[src/rtl/seq_alu_if.sv]
// Operand/result handshake bundle between the register-file read stage and seq_alu.
interface seq_alu_if #(
    parameter int N = 32
) ();
    logic         in_valid;
    logic         in_ready;
    logic [N-1:0] A;
    logic [N-1:0] B;
    logic [3:0]   ALUctr;
    logic         out_valid;
    logic         out_ready;
    logic [N-1:0] Result;
    logic [N-1:0] Hi;
    logic         Zero;
    logic         Overflow;
    logic         DivZero;

    modport master (
        output in_valid, A, B, ALUctr, out_ready,
        input  in_ready, out_valid, Result, Hi, Zero, Overflow, DivZero
    );

    modport slave (
        input  in_valid, A, B, ALUctr, out_ready,
        output in_ready, out_valid, Result, Hi, Zero, Overflow, DivZero
    );
endinterface

[src/rtl/seq_alu.sv]
// Multi-cycle ALU: single-cycle logic/arith ops plus iterative unsigned mulu/divu.
// Latency: 1 cycle for simple ops and divu-by-zero, N+1 cycles for mulu/divu.
// Backpressure: in_ready low outside IDLE; result held in DONE until out_ready.
module seq_alu #(
    parameter int N = 32
) (
    input  logic      clk,
    input  logic      rst,
    seq_alu_if.slave  bus
);
    localparam int CW = $clog2(N) + 1;
    localparam logic [CW-1:0] LAST = CW'(N - 1);

    typedef enum logic [1:0] {IDLE, CALC, DONE} state_t;

    state_t         state;
    logic           in_ready_q;
    logic           out_valid_q;
    logic [N-1:0]   result_q;
    logic [N-1:0]   hi_q;
    logic           zero_q;
    logic           ovf_q;
    logic           dz_q;
    logic [CW-1:0]  cnt;
    logic           is_mul;
    logic [N-1:0]   opa;
    logic [N-1:0]   opb;
    logic [2*N-1:0] prod;

    // Single-cycle datapath, evaluated straight off the interface inputs.
    logic [N-1:0] sum;
    logic [N:0]   diff;
    logic         ovf_add;
    logic         ovf_sub;
    logic         less_s;
    logic [N-1:0] alu_res;
    logic [N-1:0] alu_hi;
    logic         alu_ovf;
    logic         alu_dz;
    logic         alu_multi;

    assign sum     = bus.A + bus.B;
    assign diff    = {1'b0, bus.A} - {1'b0, bus.B};
    assign ovf_add = (bus.A[N-1] == bus.B[N-1]) && (sum[N-1] != bus.A[N-1]);
    assign ovf_sub = (bus.A[N-1] != bus.B[N-1]) && (diff[N-1] != bus.A[N-1]);
    assign less_s  = diff[N-1] ^ ovf_sub;

    always_comb begin
        alu_res   = '0;
        alu_hi    = '0;
        alu_ovf   = 1'b0;
        alu_dz    = 1'b0;
        alu_multi = 1'b0;
        case (bus.ALUctr)
            4'b0000: alu_res = sum;
            4'b0001: begin
                alu_res = sum;
                alu_ovf = ovf_add;
            end
            4'b0010: alu_res = bus.A | bus.B;
            4'b0011: alu_res = bus.A & bus.B;
            4'b0100: alu_res = diff[N-1:0];
            4'b0101: begin
                alu_res = diff[N-1:0];
                alu_ovf = ovf_sub;
            end
            4'b0110: alu_res = {{(N-1){1'b0}}, diff[N]};
            4'b0111: alu_res = {{(N-1){1'b0}}, less_s};
            4'b1000: alu_res = bus.A ^ bus.B;
            4'b1001: alu_res = ~(bus.A | bus.B);
            4'b1010: alu_multi = 1'b1;
            4'b1011: begin
                if (bus.B == '0) begin
                    alu_res = '1;
                    alu_hi  = bus.A;
                    alu_dz  = 1'b1;
                end else begin
                    alu_multi = 1'b1;
                end
            end
            default: alu_res = '0;
        endcase
    end

    // prod holds {acc, multiplier} for mulu and {remainder, dividend/quotient} for divu,
    // so both leave Result in the low half and Hi in the high half.
    logic [N:0]     mul_sum;
    logic [N:0]     div_trial;
    logic [2*N-1:0] calc_nxt;

    always_comb begin
        mul_sum   = {1'b0, prod[2*N-1:N]} + (prod[0] ? {1'b0, opa} : '0);
        div_trial = {prod[2*N-1:N], prod[N-1]} - {1'b0, opb};
        calc_nxt  = '0;
        if (is_mul) begin
            calc_nxt = {mul_sum, prod[N-1:1]};
        end else if (!div_trial[N]) begin
            calc_nxt = {div_trial[N-1:0], prod[N-2:0], 1'b1};
        end else begin
            calc_nxt = {prod[2*N-2:0], 1'b0};
        end
    end

    always_ff @(posedge clk) begin
        if (rst) begin
            state       <= IDLE;
            in_ready_q  <= 1'b1;
            out_valid_q <= 1'b0;
            result_q    <= '0;
            hi_q        <= '0;
            zero_q      <= 1'b0;
            ovf_q       <= 1'b0;
            dz_q        <= 1'b0;
            cnt         <= '0;
            is_mul      <= 1'b0;
            opa         <= '0;
            opb         <= '0;
            prod        <= '0;
        end else begin
            case (state)
                IDLE: begin
                    if (bus.in_valid) begin
                        in_ready_q <= 1'b0;
                        if (alu_multi) begin
                            state  <= CALC;
                            cnt    <= '0;
                            is_mul <= (bus.ALUctr == 4'b1010);
                            opa    <= bus.A;
                            opb    <= bus.B;
                            prod   <= (bus.ALUctr == 4'b1010) ? {{N{1'b0}}, bus.B}
                                                              : {{N{1'b0}}, bus.A};
                        end else begin
                            state       <= DONE;
                            out_valid_q <= 1'b1;
                            result_q    <= alu_res;
                            hi_q        <= alu_hi;
                            zero_q      <= (alu_res == '0);
                            ovf_q       <= alu_ovf;
                            dz_q        <= alu_dz;
                        end
                    end
                end
                CALC: begin
                    prod <= calc_nxt;
                    cnt  <= cnt + 1'b1;
                    if (cnt == LAST) begin
                        state       <= DONE;
                        out_valid_q <= 1'b1;
                        result_q    <= calc_nxt[N-1:0];
                        hi_q        <= calc_nxt[2*N-1:N];
                        zero_q      <= (calc_nxt[N-1:0] == '0);
                        ovf_q       <= 1'b0;
                        dz_q        <= 1'b0;
                    end
                end
                DONE: begin
                    if (bus.out_ready) begin
                        state       <= IDLE;
                        out_valid_q <= 1'b0;
                        in_ready_q  <= 1'b1;
                    end
                end
                default: state <= IDLE;
            endcase
        end
    end

    assign bus.in_ready  = in_ready_q;
    assign bus.out_valid = out_valid_q;
    assign bus.Result    = result_q;
    assign bus.Hi        = hi_q;
    assign bus.Zero      = zero_q;
    assign bus.Overflow  = ovf_q;
    assign bus.DivZero   = dz_q;
endmodule

[src/flat_wrapper.sv]
// flat-port wrapper written by rule: the top's interface ports become plain ports
module seq_alu_flat 
#(
    parameter int N = 32
)
  (clk, rst, bus_in_valid, bus_A, bus_B, bus_ALUctr, bus_out_ready, bus_in_ready, bus_out_valid, bus_Result, bus_Hi, bus_Zero, bus_Overflow, bus_DivZero);
  seq_alu_if #(.N(N)) bus_i ();
  input  logic clk;
  input  logic rst;
  input wire logic [$bits(bus_i.in_valid)-1:0] bus_in_valid;
  input wire logic [$bits(bus_i.A)-1:0] bus_A;
  input wire logic [$bits(bus_i.B)-1:0] bus_B;
  input wire logic [$bits(bus_i.ALUctr)-1:0] bus_ALUctr;
  input wire logic [$bits(bus_i.out_ready)-1:0] bus_out_ready;
  output wire logic [$bits(bus_i.in_ready)-1:0] bus_in_ready;
  output wire logic [$bits(bus_i.out_valid)-1:0] bus_out_valid;
  output wire logic [$bits(bus_i.Result)-1:0] bus_Result;
  output wire logic [$bits(bus_i.Hi)-1:0] bus_Hi;
  output wire logic [$bits(bus_i.Zero)-1:0] bus_Zero;
  output wire logic [$bits(bus_i.Overflow)-1:0] bus_Overflow;
  output wire logic [$bits(bus_i.DivZero)-1:0] bus_DivZero;
  assign bus_i.in_valid = bus_in_valid;
  assign bus_i.A = bus_A;
  assign bus_i.B = bus_B;
  assign bus_i.ALUctr = bus_ALUctr;
  assign bus_i.out_ready = bus_out_ready;
  assign bus_in_ready = bus_i.in_ready;
  assign bus_out_valid = bus_i.out_valid;
  assign bus_Result = bus_i.Result;
  assign bus_Hi = bus_i.Hi;
  assign bus_Zero = bus_i.Zero;
  assign bus_Overflow = bus_i.Overflow;
  assign bus_DivZero = bus_i.DivZero;
  seq_alu #(.N(N)) u_core (.clk(clk), .rst(rst), .bus(bus_i));
endmodule
[config.mk]
export PLATFORM = sky130hd
export DESIGN_NAME = seq_alu_flat
export DESIGN_NICKNAME = d
export VERILOG_FILES = /design/src/rtl/seq_alu_if.sv /design/src/rtl/seq_alu.sv /design/src/flat_wrapper.sv
export SDC_FILE = /design/constraint.sdc
export NUM_CORES = 1
export LEC_CHECK = 0
export CORE_ASPECT_RATIO = 0.6
export CORE_MARGIN = 3
export CORE_UTILIZATION = 40
export CTS_BUF_LIST = sky130_fd_sc_hd__clkbuf_4
export DETAILED_ROUTE_END_ITERATION = 7
export DONT_BUFFER_PORTS = 1
export GPL_TIMING_DRIVEN = 0
export SLEW_MARGIN = 30
export SYNTH_ARGS = -nofsm -noshare
export SYNTH_HDL_FRONTEND = slang
export SYNTH_SLANG_ARGS = --single-unit
[constraint.sdc]
create_clock -name clk -period 5.3 [get_ports clk]
set_input_delay 1.06 -clock clk [delete_from_list [all_inputs] [get_ports clk]]
set_output_delay 1.06 -clock clk [all_outputs]
set_load 0.03 [all_outputs]
# Word-level counts from Yosys, hierarchy flattened
# Index checks and enable logic that the tools add are counted.
[totals] ff_bits=206 input_bits=72 out_inout_bits=69 wordCells=115
[op_classes] add_sub_neg=5 eq_ne=23 muxes=51 bitwise_logic=5 reduce_logical=18
[op_table] operator="two-way mux 32 bit" count=11
[op_table] operator="one-hot mux 32 bit (9 select lines)" count=1
[op_table] operator="two-way mux 64 bit" count=4
[op_table] operator="one-hot mux 32 bit (2 select lines)" count=2
[op_table] operator="one-hot mux 64 bit (2 select lines)" count=1
[op_table] operator="zero test 32 bit" count=3
[op_table] operator="adder 32 x 33 -> 33 bit" count=1
[op_table] operator="subtractor 32 x 32 -> 33 bit" count=1
[op_table] operator="subtractor 33 x 32 -> 33 bit" count=1
[op_table] operator="adder 32 bit" count=1
[op_table] operator="AND 32 bit" count=1
[op_table] operator="NOT 32 bit" count=1
[op_table] operator="bitwise OR 32 bit" count=1
[op_table] operator="bitwise XOR 32 bit" count=1
[op_table] operator="two-way mux 1 bit" count=17
[op_table] operator="equality test 4 x 3 -> 1 bit, second input constant" count=4
[op_table] operator="equality test 4 bit, second input constant" count=4
[op_table] operator="two-way mux 6 bit" count=2
[op_table] operator="one-hot mux 1 bit (2 select lines)" count=6
[op_table] operator="one-hot mux 6 bit (2 select lines)" count=1
[op_table] operator="AND reduction 3 bit" count=4
[op_table] operator="equality test 4 x 2 -> 1 bit, second input constant" count=2
[op_table] operator="two-way mux 2 bit" count=4
[op_table] operator="adder 6 x 1 -> 6 bit, second input constant" count=1
[op_table] operator="19 further kinds" count=27

# Longest topological paths before layout
# Gate-level depths: netlist of run 1.
[logic_depth] word_depth=9 depth_mapped=24 depth_no_buf=23

# Least setup slack after synthesis of run 1
# OpenSTA, ideal clock, no wires.
[synth_path] kind="input-to-reg" from="input bus_B[18]" to="register u_core.zero_q, in the netlist u_core.bus.Zero" setup_time_ns=0.137 arrival_time_ns=4.381 required_time_ns=5.163 path_slack_ns=0.782 cell_stages=24 path_buffers=1 path_cell_list="inv_1 -> ha_1 -> clkbuf_1 -> nor2b_1 -> nor2_1 -> o31ai_1 -> a211o_1 -> a221oi_1 -> nand2_1 -> a21oi_1 -> nor2_1 -> nor2_1 -> o21a_1 -> o21bai_1 -> fa_1 -> nand2_1 -> o211ai_1 -> o311ai_0 -> o21ai_0 -> o21ai_0 -> o21ba_2 -> and4_1 -> nand4_1 -> o32ai_1"
[synth_between] elab_chain_len=9 word_cells_on_any_way=20 classes_between="2 x add/sub; 2 x eq/ne; 7 x mux; 5 x bitwise; 4 x reduce/logical"
[synth_rtl] item="from (decl)" line="flat_wrapper.sv:12" rtl="input wire logic [$bits(bus_i.B)-1:0] bus_B;"
[synth_rtl] item="subtractor 32 x 32 -> 33 bit" line="seq_alu.sv:43" rtl="assign diff = {1'b0, bus.A} - {1'b0, bus.B};"
[synth_rtl] item="!= test 1 bit" line="seq_alu.sv:45" rtl="assign ovf_sub = (bus.A[N-1] != bus.B[N-1]) && (diff[N-1] != bus.A[N-1]);"
[synth_rtl] item="logical AND 1 bit" line="seq_alu.sv:45"
[synth_rtl] item="bitwise XOR 1 bit" line="seq_alu.sv:46" rtl="assign less_s = diff[N-1] ^ ovf_sub;"
[synth_rtl] item="one-hot mux 32 bit (9 select lines)" line="seq_alu.sv:54" rtl="case (bus.ALUctr)"
[synth_rtl] item="zero test 32 bit" line="seq_alu.sv:137" rtl="zero_q <= (alu_res == '0);"
[synth_rtl] item="two-way mux 1 bit" line="seq_alu.sv:124" rtl="if (alu_multi) begin"
[synth_rtl] item="two-way mux 1 bit" line="seq_alu.sv:122" rtl="if (bus.in_valid) begin"
[synth_rtl] item="one-hot mux 1 bit (2 select lines)" line="seq_alu.sv:120" rtl="case (state)"
[synth_rtl] item="to (signal assigned)" line="seq_alu.sv:137"
[synth_rtl] item="to (signal assigned)" line="seq_alu.sv:151" rtl="zero_q <= (calc_nxt[N-1:0] == '0);"
[synth_rtl] item="to (decl)" line="seq_alu.sv:21" rtl="logic zero_q;"
# Several ways; a longest one is shown, not always the timed one. The select of a mux whose other input is x is not followed.
# A chain may end at the register's enable or synchronous reset.

# Worst setup path in the final report of run 1
[layout_path] from="register u_core.prod[31]" to="register u_core.zero_q, in the netlist u_core.bus.Zero"
[layout_between] elab_chain_len=6
[layout_rtl] item="from (decl)" line="seq_alu.sv:28" rtl="logic [2*N-1:0] prod;"
[layout_rtl] item="from (signal assigned)" line="seq_alu.sv:130" rtl="prod <= (bus.ALUctr == 4'b1010) ? {{N{1'b0}}, bus.B}"
[layout_rtl] item="from (signal assigned)" line="seq_alu.sv:144" rtl="prod <= calc_nxt;"
[layout_rtl] item="subtractor 33 x 32 -> 33 bit" line="seq_alu.sv:93" rtl="div_trial = {prod[2*N-1:N], prod[N-1]} - {1'b0, opb};"
[layout_rtl] item="two-way mux 64 bit" line="seq_alu.sv:97" rtl="end else if (!div_trial[N]) begin"
[layout_rtl] item="two-way mux 64 bit *" line="seq_alu.sv:95" rtl="if (is_mul) begin"
[layout_rtl] item="zero test 32 bit *" line="seq_alu.sv:151"
[layout_rtl] item="two-way mux 1 bit *" line="seq_alu.sv:146" rtl="if (cnt == LAST) begin"
[layout_rtl] item="one-hot mux 1 bit (2 select lines) *" line="seq_alu.sv:120"
# Mark *: on every way between the ends. The rest lies on a longest branch, timed or not. The select of a mux whose other input is x is not followed.

==> flow_metrics.tcl, run 1 <==
set metrics [dict create \
    outcome "finished, final reports clean" \
    worst_ir_drop_vdd_mv 0.166 \
    die_w_um 283 \
    p_int_mw 2.73 \
    routed-via-count 21500 \
    synth-compound-area-share_pct 30.8 \
    crit_path_start_kind "flip-flop" \
    ioPinCount 141 \
    grt_setup_unrepaired "yes" \
    finClkSkew_ns 0.102 \
    routed_wl_um 99200 \
    crit_path_cell_trace "inv_1 > ha_1 > inv_1 > fa_1 > a211oi_1 > o31a_1 > nor3b_2 > a21o_1 > o211a_1 > a21oi_1 > a311oi_4 > buf_4 > buf_4 > o21ai_1 > nor4_1 > a21oi_1 > o32ai_1" \
    cap_violations 0 \
    synth_cells 2578 \
    coreArea_um2 45100 \
    nets 2869 \
    h-tree-depth 2 \
    power.density_nw_per_um2 241 \
    p_sw_mw 2.05 \
    gp_congestion 1.04 \
    num_rows 60 \
    dieArea_um2 48600 \
    cts.sinks 206 \
    grt_max_degree 14 \
    avgSynthCellArea_um2 7.13 \
    criticalPathCategory "flip-flop to flip-flop" \
    layout_common_cells "nand2_1, a21oi_1, nor2_1" \
    syn_to_final_growth_pct 7.88 \
    synth_top_family_by_area "compound AO/OA/AOI/OAI gates" \
    utilization_pct 43.9 \
    hpwl_um 80000 \
    grt_antenna_before_repair 3 \
    switching_share_pct 42.9 \
    synthAdderAreaFrac_pct 11.5 \
    cts_tree "yes" \
    seqPwrFrac_pct 36.4 \
    p_clk_share_pct 28.7 \
    pwr-share-comb_pct 34.9 \
    clk_latency_ns 0.76 \
    ys.flop_type "dfxtp_1" \
    port_buffers 0 \
    hold_class "input pin to flip-flop" \
    hold_slack_ns 0.427 \
    firstDrtPassIters 6 \
    ant_nets 0 \
    clock-root-buffer "clkbuf_4" \
    final-max-slew-violation-count 0 \
    initial_core_util_pct 40.7 \
    synth_edf_count 0 \
    grt_overflow 0 \
    slew_headroom_pct 25.7 \
    cts.clk_slew.worst_paths_ns 0.11 \
    cts_hold_buffers 0 \
    synth_xor_area_share_pct 3.57 \
    finalCritPeriodShare_pct 99.7 \
    layout-drive-gt1-share_pct 5.32 \
    grt_pass1_wl_um 139000 \
    syn-num-nets 2816 \
    synth-simple-area-share_pct 22.1 \
    hold_viol_final 0 \
    setup_slack_ns 0.0185 \
    grt_pass1_vias 19200 \
    leakagePower_nw 7.66 \
    yosysUniqueCellTypes 87 \
    synth_area_um2 18400 \
    synth-seq-cells 206 \
    yosysWarnings 0 \
    max_stage_delay_ns 0.64 \
    path_max_fanout 10 \
    cts_buffer_depth 3 \
    min_period_ns 5.28 \
    vias_per_cell 6.52 \
    first_iter_violations 3167 \
    wl_per_cell_um 30.2 \
    slowest_stage "nor3b_2" \
    numCtsBuffers 49 \
    synth_mux_area_share_pct 3.13 \
    fp.dieH_um 172 \
    grt_use_total_pct 39.5 \
    crit_required_ns 5.95 \
    synthArstFlopShare_pct 0 \
    worstMarginPinSlew_ns 1.11 \
    remaining_drc_errors 0 \
    setup_violations 0 \
    preCtsSetupSlack_ns -0.692 \
    timing.fmax_mhz 189 \
    ys_seq_area_share_pct 22.4 \
    cp_data_arrival_time_ns 5.93 \
    worstSetupEndpointType "flip-flop" \
    final_common_cell "nand2_1" \
]
[logic make-up after synthesis]
logic type	after synthesis
buffers and inverters	311
AO/OA/AOI/OAI	876
multiplexers	55
AND/OR/NAND/NOR	889
XOR/XNOR	75
adder cells (fa/ha/maj)	166
flip-flops	206
[registers in the layout, summed over array words and instances, names as in the netlist]
name and count:
u_core.cnt 6, u_core.bus.Zero 1, u_core.bus.Result 32, u_core.bus.out_valid 1, u_core.bus.DivZero 1, u_core.state 2
u_core.opb 32, u_core.prod 64, u_core.is_mul 1, u_core.bus.in_ready 1, u_core.bus.Overflow 1, u_core.opa 32
u_core.bus.Hi 32
[worst max-delay path: cells and delay by family (launching register included)]
kind | cells | cell delay [ns]
AO/OA/AOI/OAI | 9 | 2.09
AND/OR/NAND/NOR | 2 | 1.20
buffers and inverters | 4 | 0.80
flip-flops | 1 | 0.55
adder cells (fa/ha/maj) | 2 | 0.51
[per-layer routing]
| layer | track usage, % | part of all wire [%] | vias to the layer above | routed length, um |
|---|---|---|---|---|
| met5 | 0 | 0.028 | - | 28 |
| met4 | 7.70 | 2.2 | 4 | 2200 |
| met3 | 20.1 | 17 | 145 | 16700 |
| met2 | 49.2 | 36 | 1479 | 35200 |
| met1 | 58.8 | 45 | 10400 | 45000 |
| li1 | - | - | 9433 | - |
[synthesized netlist by cell type (10+ instances only)]
| cell | number | area [um2] |
|---|---|---|
| a211oi_1 | 65 | 488 |
| nor4_1 | 31 | 194 |
| a22oi_1 | 40 | 300 |
| clkbuf_1 | 152 | 571 |
| nor2b_1 | 24 | 150 |
| mux2i_1 | 36 | 360 |
| a221oi_1 | 16 | 140 |
| a2111oi_0 | 10 | 87.6 |
| o2111ai_1 | 16 | 140 |
| dfxtp_1 | 206 | 4120 |
| and2_1 | 44 | 275 |
| xnor2_1 | 52 | 455 |
| ha_1 | 161 | 2010 |
| o21ai_0 | 136 | 681 |
| xor2_1 | 23 | 201 |
| mux2_2 | 19 | 214 |
| nand2_1 | 328 | 1230 |
| nor2_1 | 263 | 987 |
| and3_1 | 15 | 93.8 |
| o21bai_1 | 15 | 113 |
| nor3_1 | 45 | 225 |
| a21oi_1 | 313 | 1570 |
| nand3_1 | 35 | 175 |
| nand4_1 | 23 | 144 |
| o221ai_1 | 11 | 96.3 |
| o21a_1 | 19 | 143 |
| nand2b_1 | 25 | 156 |
| a31oi_1 | 17 | 106 |
| o31ai_1 | 20 | 150 |
| buf_1 | 14 | 52.6 |
| inv_1 | 135 | 507 |
| a21o_1 | 36 | 270 |
| o211ai_1 | 58 | 435 |
[stage by stage]
step           cells  power (mW)  TNS [ns]  area [um2]
4_1_cts         3286        4.65         0       19800
2_1_floorplan   2578        2.74         0       18400
3_3_place_gp    3198        3.31    -10.50       19200
6_report        3289        4.78         0       19800
3_5_place_dp    3198        3.32     -4.81       19200
5_1_grt         3289        4.94   -0.0717       19800
[repair_timing]
item / 4_1_cts / 5_1_grt
buffers inserted: 0 / 3
gates resized for setup: 1 / 13
setup endpoints to repair: 2 / 55
pin swaps: 0 / 1
[power groups by stage]
stage,Clock [mW],Combinational (mW),Sequential [mW]
after floorplan,0,0.994,1.75
after global placement,0,1.54,1.77
after detailed placement,0,1.54,1.78
after CTS,1.36,1.55,1.74
after global routing,1.45,1.75,1.75
final,1.37,1.67,1.74
[path summary, 6_finish.rpt]
path,end,startpoint,depth (start not counted),slack [ns]
setup / recovery,u_core.bus.Zero$_SDFFE_PP0P_,u_core.prod[31]$_SDFFE_PP0P_,17,0.02
hold reg to reg,u_core.opa[13]$_SDFFE_PP0P_,u_core.opa[13]$_SDFFE_PP0P_,2,0.46
setup reg to reg,u_core.bus.Zero$_SDFFE_PP0P_,u_core.prod[31]$_SDFFE_PP0P_,17,0.02
hold / removal,u_core.opa[0]$_SDFFE_PP0P_,bus_A[0],2,0.43
[cell type report]
class	instances	area [um2]
Antenna cell	1	2.50
Buffer	174	681
Clock buffer	69	518
Clock inverter	19	83.8
Fill cell	4776	25300
Inverter	136	510
Multi-Input combinational cell	2061	13100
Sequential cell	206	4120
Tap cell	620	776
Timing Repair Buffer	3	22.5
Power figures use the tool's default switching activity.
==> inputs of run 2 (changes only) <==
==> constraint.sdc (replaced) <==
create_clock -name clk -period 5.3 [get_ports clk]
set_input_delay 0.53 -clock clk [delete_from_list [all_inputs] [get_ports clk]]
set_output_delay 0.53 -clock clk [all_outputs]
set_load 0.03 [all_outputs]
==> flow_metrics.tcl, run 2 (synthesis gave the netlist of run 1 again) <==
set metrics [dict create \
    outcome "finished, final reports clean" \
    grt_use_total_pct 40.3 \
    remaining_drc_errors 0 \
    cts.clk_slew.worst_paths_ns 0.11 \
    multi_input_area_um2 13100 \
    layout-drive-gt1-share_pct 4.94 \
    largest_reg_flops 64 \
    fp.dieH_um 172 \
    numCtsBuffers 49 \
    criticalPathCategory "flip-flop to flip-flop" \
    final.fill_count 4753 \
    gr-usage-met3_pct 18.9 \
    finalNonFillerCells 3356 \
    wl_per_cell_um 30.2 \
    layout_common_cells "nand2_1, a21oi_1, nor2_1" \
    grt_busiest_layer "met1" \
    finClkSkew_ns 0.102 \
    nets 2936 \
    first_iter_violations 3399 \
    power.density_nw_per_um2 237 \
    h-tree-depth 2 \
    routed-via-count 22000 \
    coreArea_um2 45100 \
    slew_headroom_pct 24.0 \
    hold_slack_ns 0.0227 \
    timing.fmax_mhz 190 \
    register_area_um2 4120 \
    hold_viol_final 0 \
    ioPinCount 141 \
    initial_core_util_pct 40.7 \
    worstMarginPinSlew_ns 1.14 \
    worstSetupEndpointType "flip-flop" \
    grt_setup_unrepaired "no" \
    path_max_fanout 10 \
    leakagePower_nw 7.92 \
    cp_data_arrival_time_ns 5.91 \
    final_common_cell "nand2_1" \
    hold_class "input pin to flip-flop" \
    dpl_cell_area_um2 19200 \
    cts_tree "yes" \
    dieArea_um2 48600 \
    vias_per_cell 6.55 \
    setup_tns_ns 0 \
    ant_nets 0 \
    grt_pass1_vias 19600 \
    setup_violations 0 \
    worst_ir_drop_vdd_mv 0.167 \
    clk_latency_ns 0.77 \
    routed_wl_um 102000 \
    crit_path_start_kind "flip-flop" \
    fin_area_um2 20500 \
    grt_max_degree 14 \
    final-max-slew-violation-count 0 \
    grt_antenna_before_repair 5 \
    cts.sinks 206 \
    setup_slack_ns 0.0427 \
    syn_to_final_growth_pct 11.4 \
    met1_usage_pct 60.0 \
    dp_cells 3198 \
    num_rows 60 \
    met2_usage_pct 51.4 \
    cts_buffer_depth 3 \
    finalCritPeriodShare_pct 99.2 \
    gp_congestion 1.04 \
    port_buffers 0 \
    grt_overflow 0 \
    clock-root-buffer "clkbuf_4" \
    grt_pass1_wl_um 141000 \
    min_period_ns 5.26 \
    cap_violations 0 \
    crit_required_ns 5.95 \
    regMostFlops "u_core.prod" \
    hpwl_um 80000 \
    preCtsSetupSlack_ns -0.162 \
    firstDrtPassIters 6 \
    die_w_um 283 \
]
[run 2: final timing paths]
kind | startpoint | endpoint | slack, ns | cells past startpoint
hold / removal | bus_B[9] | u_core.opb[9]$_SDFFE_PP0P_ | 0.02 | 2
hold reg to reg | u_core.opa[9]$_SDFFE_PP0P_ | u_core.opa[9]$_SDFFE_PP0P_ | 0.46 | 2
setup / recovery | u_core.prod[31]$_SDFFE_PP0P_ | u_core.bus.Zero$_SDFFE_PP0P_ | 0.04 | 17
setup reg to reg | u_core.prod[31]$_SDFFE_PP0P_ | u_core.bus.Zero$_SDFFE_PP0P_ | 0.04 | 17
[run 2: final cells by class]
type / count / share of cell area, %
inverters: 136 / 2.49
clock inverters: 19 / 0.409
repair buffers: 69 / 3.34
diodes: 1 / 0.0122
well taps: 620 / 3.79
clock buffers: 69 / 2.53
flip-flops and latches: 206 / 20.1
plain buffers: 175 / 3.31
multi-input cells: 2061 / 64.0
[run 2: metal layers]
layer | wire, um | part of all wire (%) | vias up
met5 | 193 | 0.19 | -
met1 | 45600 | 45 | 10700
met4 | 1900 | 1.9 | 4
met2 | 37000 | 36 | 1596
li1 | - | - | 9579
met3 | 16800 | 17 | 151
[run 2: worst max-delay path, cell delays in order, from the launching register on]
cell and delay (ns):
dfxtp_1 0.56, inv_1 0.22, ha_1 0.28, inv_1 0.07, fa_1 0.24, a211oi_1 0.11
o31a_1 0.33, nor3b_2 0.65, a21o_1 0.38, o211a_1 0.26, a21oi_1 0.11, a311oi_4 0.26
buf_4 0.20, buf_4 0.29, o21ai_1 0.18, nor4_1 0.65, a21oi_1 0.16, o32ai_1 0.17
[run 2: what timing repair did]
action | in CTS | in global routing
pin swaps | 0 | 1
resized for setup | 1 | 0
endpoints found under the hold margin | 76 | 1
buffers inserted | 0 | 3
hold buffers | 65 | 1
endpoints found under the setup margin | 2 | 49
[run 2: power by group]
group / internal, mW / switching, mW
sequential: 1.61 / 0.137
combinational: 0.551 / 1.17
clock: 0.606 / 0.776
[run 2: stage by stage]
step	power [mW]	utilization, %
after global routing	4.99	45.4
final	4.84	45.4
after CTS	4.71	45.3
after floorplan	2.74	-
after global placement	3.31	42.4
after detailed placement	3.32	42.5
